--- src/rtl/fp_mul_arbiter.sv ---
`default_nettype none
// ============================================================================
// Module   : fp_mul_arbiter
// Brief    : Round-robin scheduler sharing one pipelined FP multiplier among
//            N_REQ requesters. It registers the winning operands onto the
//            multiplier, tracks requester IDs through a tag pipeline matched
//            to the multiplier latency, and returns tagged responses on one
//            shared port.
// Revision : 1.0 - initial release
// ============================================================================
module fp_mul_arbiter #(
  parameter int N_REQ   = 4,
  parameter int MUL_LAT = 2,
  parameter int ID_W    = $clog2(N_REQ)
) (
  input  logic                 clk,
  input  logic                 rst_n,
  input  logic                 hold,
  input  logic [N_REQ-1:0]     req_valid,
  output logic [N_REQ-1:0]     req_ready,
  input  logic [N_REQ*32-1:0]  req_x,
  input  logic [N_REQ*32-1:0]  req_y,
  input  logic [N_REQ*3-1:0]   req_mode,
  output logic [31:0]          mul_fp_X,
  output logic [31:0]          mul_fp_Y,
  output logic [2:0]           mul_r_mode,
  input  logic [31:0]          mul_fp_Z,
  input  logic                 mul_ovrf,
  input  logic                 mul_udrf,
  output logic                 rsp_valid,
  output logic [ID_W-1:0]      rsp_id,
  output logic [31:0]          rsp_z,
  output logic                 rsp_ovrf,
  output logic                 rsp_udrf,
  output logic                 busy
);

  // Highest requester index; the pointer wraps to zero after it.
  localparam logic [ID_W-1:0] c_LAST_ID = ID_W'(N_REQ - 1);

  // Round-robin pointer: requester with top priority this cycle.
  logic [ID_W-1:0]  r_ptr;

  // Arbitration results.
  logic [N_REQ-1:0] w_cand;
  logic [N_REQ-1:0] w_grant;
  logic [ID_W-1:0]  w_win;
  logic             w_hs;

  // Winner's operands, selected from the flattened request buses.
  logic [31:0]      w_x;
  logic [31:0]      w_y;
  logic [2:0]       w_mode;

  // Issue stage tag: valid/ID of the operation now on the multiplier inputs.
  logic             r_iss_v;
  logic [ID_W-1:0]  r_iss_id;

  // Tag aligned with the multiplier output, plus any-stage-occupied flag.
  logic             w_last_v;
  logic [ID_W-1:0]  w_last_id;
  logic             w_tag_busy;

  // Hold masks every request so no grant is issued while it is high.
  assign w_cand = req_valid & {N_REQ{~hold}};

  // Find the first candidate at or after the pointer, wrapping around.
  always_comb begin
    int   pos;
    logic found;
    w_grant = '0;
    w_win   = '0;
    found   = 1'b0;
    pos     = 0;
    for (int k = 0; k < N_REQ; k++) begin
      pos = int'(r_ptr) + k;
      if (pos >= N_REQ) begin
        pos = pos - N_REQ;
      end
      for (int i = 0; i < N_REQ; i++) begin
        if (!found && (pos == i) && w_cand[i]) begin
          found      = 1'b1;
          w_grant[i] = 1'b1;
          w_win      = ID_W'(i);
        end
      end
    end
  end

  assign req_ready = w_grant;
  assign w_hs      = |(req_valid & w_grant);

  // Steer the granted requester's operands toward the issue registers.
  always_comb begin
    w_x    = '0;
    w_y    = '0;
    w_mode = '0;
    for (int i = 0; i < N_REQ; i++) begin
      if (w_grant[i]) begin
        w_x    = req_x[i*32 +: 32];
        w_y    = req_y[i*32 +: 32];
        w_mode = req_mode[i*3 +: 3];
      end
    end
  end

  // Advance the pointer past the winner on every handshake.
  always_ff @(posedge clk or negedge rst_n) begin
    if (!rst_n) begin
      r_ptr <= '0;
    end else if (w_hs) begin
      r_ptr <= (w_win == c_LAST_ID) ? '0 : w_win + ID_W'(1);
    end
  end

  // Issue stage: operands hold between grants, the valid tag pulses.
  always_ff @(posedge clk or negedge rst_n) begin
    if (!rst_n) begin
      mul_fp_X   <= '0;
      mul_fp_Y   <= '0;
      mul_r_mode <= '0;
      r_iss_v    <= 1'b0;
      r_iss_id   <= '0;
    end else begin
      r_iss_v <= w_hs;
      if (w_hs) begin
        mul_fp_X   <= w_x;
        mul_fp_Y   <= w_y;
        mul_r_mode <= w_mode;
        r_iss_id   <= w_win;
      end
    end
  end

  // Tag pipeline mirrors the multiplier depth; no stall, no backpressure.
  generate
    if (MUL_LAT == 0) begin : g_tag_comb
      // Combinational multiplier: the result belongs to the issue stage.
      assign w_last_v   = r_iss_v;
      assign w_last_id  = r_iss_id;
      assign w_tag_busy = 1'b0;
    end else begin : g_tag_pipe
      logic [MUL_LAT-1:0] r_tag_v;
      logic [ID_W-1:0]    r_tag_id [MUL_LAT];

      // Shift {valid, id} one stage per cycle behind the issue stage.
      always_ff @(posedge clk or negedge rst_n) begin
        if (!rst_n) begin
          r_tag_v <= '0;
          for (int s = 0; s < MUL_LAT; s++) begin
            r_tag_id[s] <= '0;
          end
        end else begin
          r_tag_v[0]  <= r_iss_v;
          r_tag_id[0] <= r_iss_id;
          for (int s = 1; s < MUL_LAT; s++) begin
            r_tag_v[s]  <= r_tag_v[s-1];
            r_tag_id[s] <= r_tag_id[s-1];
          end
        end
      end

      assign w_last_v   = r_tag_v[MUL_LAT-1];
      assign w_last_id  = r_tag_id[MUL_LAT-1];
      assign w_tag_busy = |r_tag_v;
    end
  endgenerate

  // Capture the multiplier result with its owner's ID when the tag arrives.
  always_ff @(posedge clk or negedge rst_n) begin
    if (!rst_n) begin
      rsp_valid <= 1'b0;
      rsp_id    <= '0;
      rsp_z     <= '0;
      rsp_ovrf  <= 1'b0;
      rsp_udrf  <= 1'b0;
    end else begin
      rsp_valid <= w_last_v;
      if (w_last_v) begin
        rsp_id   <= w_last_id;
        rsp_z    <= mul_fp_Z;
        rsp_ovrf <= mul_ovrf;
        rsp_udrf <= mul_udrf;
      end
    end
  end

  assign busy = r_iss_v | w_tag_busy | rsp_valid;

endmodule
`default_nettype wire
--- config.mk ---
export PLATFORM = sky130hd
export DESIGN_NAME = fp_mul_arbiter
export DESIGN_NICKNAME = d
export VERILOG_FILES = /design/src/rtl/fp_mul_arbiter.sv
export SDC_FILE = /design/constraint.sdc
export NUM_CORES = 1
export LEC_CHECK = 0
export ABC_AREA = 1
export CAP_MARGIN = 10
export CORE_MARGIN = 5
export CORE_UTILIZATION = 25
export DETAILED_ROUTE_END_ITERATION = 16
export GPL_TIMING_DRIVEN = 1
export MAX_ROUTING_LAYER = met4
export SKIP_LAST_GASP = 1
export SLEW_MARGIN = 20
export SYNTH_ARGS = -nofsm -noshare
export SYNTH_HDL_FRONTEND = slang
export SYNTH_SLANG_ARGS = --single-unit
--- constraint.sdc ---
create_clock -name clk -period 3.3 [get_ports clk]
set_input_delay 0.66 -clock clk [delete_from_list [all_inputs] [get_ports clk]]
set_output_delay 0.66 -clock clk [all_outputs]
set_load 0.005 [all_outputs]
==> results.md <==
* Outcome: complete, no violations
* DP Cell Count at 1,895
* Syn nets at about 1,400
* Flop pwr share at between 20% and 30%
* H-tree depth at 4
* Nets at about 1,800
* # fillers at slightly below 3,000
* Post-route non-filler standard cell count at roughly 1,900
* Startpoint types: input port
* Post-detailed-route count of antenna-violating nets at 0
* Reg area at about 0.0029 sq mm
* Grt ovf at 0
* Yosys top cell by area: dfrtp_1
* Finished Core Util at 44.3%
* Fraction of registers with async set/reset at 100%
* Synth Area per Inst at around 6.6 sq um
* Predominant post-synthesis flop cell: dfrtp_1
* Pre-CTS setup slack at -0.378 ns
* Critical Path RT at roughly 2.6 ns
* Arrival @ worst endpoint at 2.49 ns
* First-pass GRT wire length at 47.2 mm
* CTS buffer count at 17
* Top Ports at about 420
* Setup violators final at 0
* Initial antenna violation count at 1
* DR pass1 iterations at 7
* Met2 WL at around 16 mm
* Gr usage total at a little under a fifth
* Area of the core at 0.0288 sq mm
* Largest net degree at the start of global routing at 60
* CTS tree: done
* Syn Inst Count at between 1,000 and 1,500
* Clk buf depth at 2
* Final worst path period need at ~3.2 ns
* Crit end category: primary output
* DR WL met3 at around 1.7 mm
* CTS sink cnt at about 120
* Reg clk slew, reported paths at about 0.07 ns
* P_int at 6.55 mW
* GP Congestion at 0.962
* Gate power share at around 58%
* Worst skew pair latency at 0.41 ns
* # DRC at 0
* Detailed Route WL at a little over 30 mm
* Min-Delay Path Class: in2async
* Top-area cell type share of the netlist area at between 30% and 40%
* Worst Setup Slack, final at ~0.15 ns
* Switching part of the total power at roughly two fifths
* I/O Buffers at approximately 420
* Total of max-cap violations at 0
* Commonest cells post-synth: nand2_1, nor2_1, inv_1, nand3_1, dfrtp_1
* Worst-Margin Slew at 0.524 ns
* Avg WL per Cell at approximately 16 microns
* Die Ht at roughly 180 microns
* Final Skew at approximately 0.012 ns
* Static leakage at approximately 6.4 nW
* Synth cell types at 26
* Iteration-0 DRC Markers at 371
* Number of enable flip-flop cells after synthesis at 0
* Number of global-route vias before repair at 8,471
* Post-synthesis register bit count at between 100 and 150
* Count leader, synth: nand2_1
* Crit Path Class: in2out
* Starting Density at 25.4%
* Post-DP HPWL at between 20 and 25 mm
* M1 WL at about 13 mm
* Slew Limit Fails at 0
* Period utilization at a little over nine tenths
* Clk pwr share at 18.2%
* Area Overhead vs Synth at 74.3%
* Die area at around 0.033 sq mm
* Die W at 181 microns
* Area contributors post-synth: dfrtp_1, nand2_1, nand3_1, nor2_1, inv_1
* Via count at 8,308
* Vias per cell at between 4 and 5
* Row cnt at a little over 60
* Final Hold Viols at 0
* Post-synthesis sequential area ratio at around 39%
* Worst hold slack at roughly 0.22 ns
* Final Total Pwr at 10.9 mW
* Synthesized area at 0.00732 sq mm
* Fraction of layout cells with a size suffix above 1 at around 9.0%
* Maximum VDD drop at 0.377 mV
* Maximum operating frequency at approximately 320 MHz
* Slew HR at between 60% and 70%
* Clk Tree Root Cell: clkbuf_16
* Synthesis Warnings at 0
* Cell Pwr Density at 856 mW/mm^2
* Area of the multi-input gates at between 0.003 and 0.004 sq mm
* Switching power at 4.37 mW
* CP Max Fanout at 5
* Top Metal Used: met4
==> worst paths after layout <==
| kind | start | endpoint | slack [ns] | cells after the start |
|---|---|---|---|---|
| min reg2reg | g_tag_pipe.r_tag_id[3]$_DFF_PN0_ | w_last_id[1]$_DFF_PN0_ | 0.35 | 0 |
| max reg2reg | r_ptr[0]$_DFFE_PN0P_ | mul_fp_X[25]$_DFFE_PN0P_ | 0.30 | 18 |
| min in group clk | g_tag_pipe.r_tag_id[3]$_DFF_PN0_ | w_last_id[1]$_DFF_PN0_ | 0.35 | 0 |
| max | req_valid[0] | req_ready[1] | 0.15 | 15 |
| min | rst_n | mul_r_mode[2]$_DFFE_PN0P_ | 0.22 | 1 |
| max in group asynchronous | rst_n | rsp_z[14]$_DFFE_PN0P_ | 2.36 | 2 |
==> placed cells by master, fill, tap and decap left out, types with 4 or more instances in the layout <==
cell type,instances
buf_12,10
buf_4,34
clkbuf_16,17
clkdlybuf4s50_1,410
dfrtp_1,115
inv_1,149
inv_2,5
inv_6,4
mux2_2,36
nand2_1,424
nand2_2,5
nand3_1,141
nand4_1,9
nor2_1,148
nor2_4,5
==> sequential cells by signal, summed over array words and instances (netlist names), 2 cells and up <==
signal               count
mul_fp_X                32
mul_fp_Y                32
rsp_z                   32
mul_r_mode               3
g_tag_pipe.r_tag_id      2
g_tag_pipe.r_tag_v       2
r_iss_id                 2
r_ptr                    2
rsp_id                   2
w_last_id                2
==> cell families (layout without fill, tap and decap cells) <==
group / count (synthesis) / after routing / synth area share (%)
simple gates: 743 / 743 / 41.7
other cells: 0 / 1 / 0
fa+ha+maj: 1 / 1 / 0.171
buf+inv: 216 / 647 / 12.7
mux: 36 / 36 / 5.54
flops: 115 / 115 / 39.3
compound gates: 5 / 5 / 0.513
==> final cells by class <==
class / count / share of cell area [%]
Timing Repair Buffer: 461 / 36.3
Antenna cell: 1 / 0.0196
Clock inverter: 14 / 1.38
Tap cell: 384 / 3.77
Multi-Input combinational cell: 785 / 28.0
Clock buffer: 18 / 3.44
Sequential cell: 115 / 22.6
Inverter: 154 / 4.53
==> critical path, stage by stage <==
cell	delay (ns)
clkdlybuf4s50_1	0.39
inv_1	0.11
nor2_2	0.06
nand2_1	0.09
nand2_1	0.09
nor2_4	0.15
nand3_2	0.12
nor2_4	0.16
nand4_4	0.10
nor2_4	0.10
buf_4	0.11
buf_4	0.10
nand3_4	0.06
nand2_4	0.07
buf_6	0.10
==> layer usage <==
metal / vias to the layer above / GRT usage, %
met5: - / -
met3: 28 / 4.26
met1: 3790 / 22.2
met4: 0 / 4.29
li1: 4219 / -
met2: 271 / 32.2
==> timing repair <==
item / CTS / global route
hold buffers: 0 / 0
gates resized for setup: 8 / 16
endpoints found under the setup margin: 4 / 6
gates cloned: 0 / 0
pin swaps: 3 / 7
setup buffers: 2 / 2
==> power by group through the flow <==
stage          combinational (mW)  sequential (mW)  clock [mW]
2_1_floorplan                3.34             2.62           0
3_3_place_gp                 6.36             2.59           0
3_5_place_dp                 6.41             2.62           0
4_1_cts                      6.43             2.60        2.04
5_1_grt                      7.11             2.70        2.10
6_report                     6.34             2.60        1.99
==> metrics by stage <==
stage / area, sq um / TNS, ns
finish: 12800 / 0
global route: 12800 / -0.0312
CTS: 12700 / -0.0459
detailed placement: 12100 / -13.02
global placement: 12100 / -10.81
floorplan: 7320 / 0
Note: power is estimated with default switching activity, not from simulation.
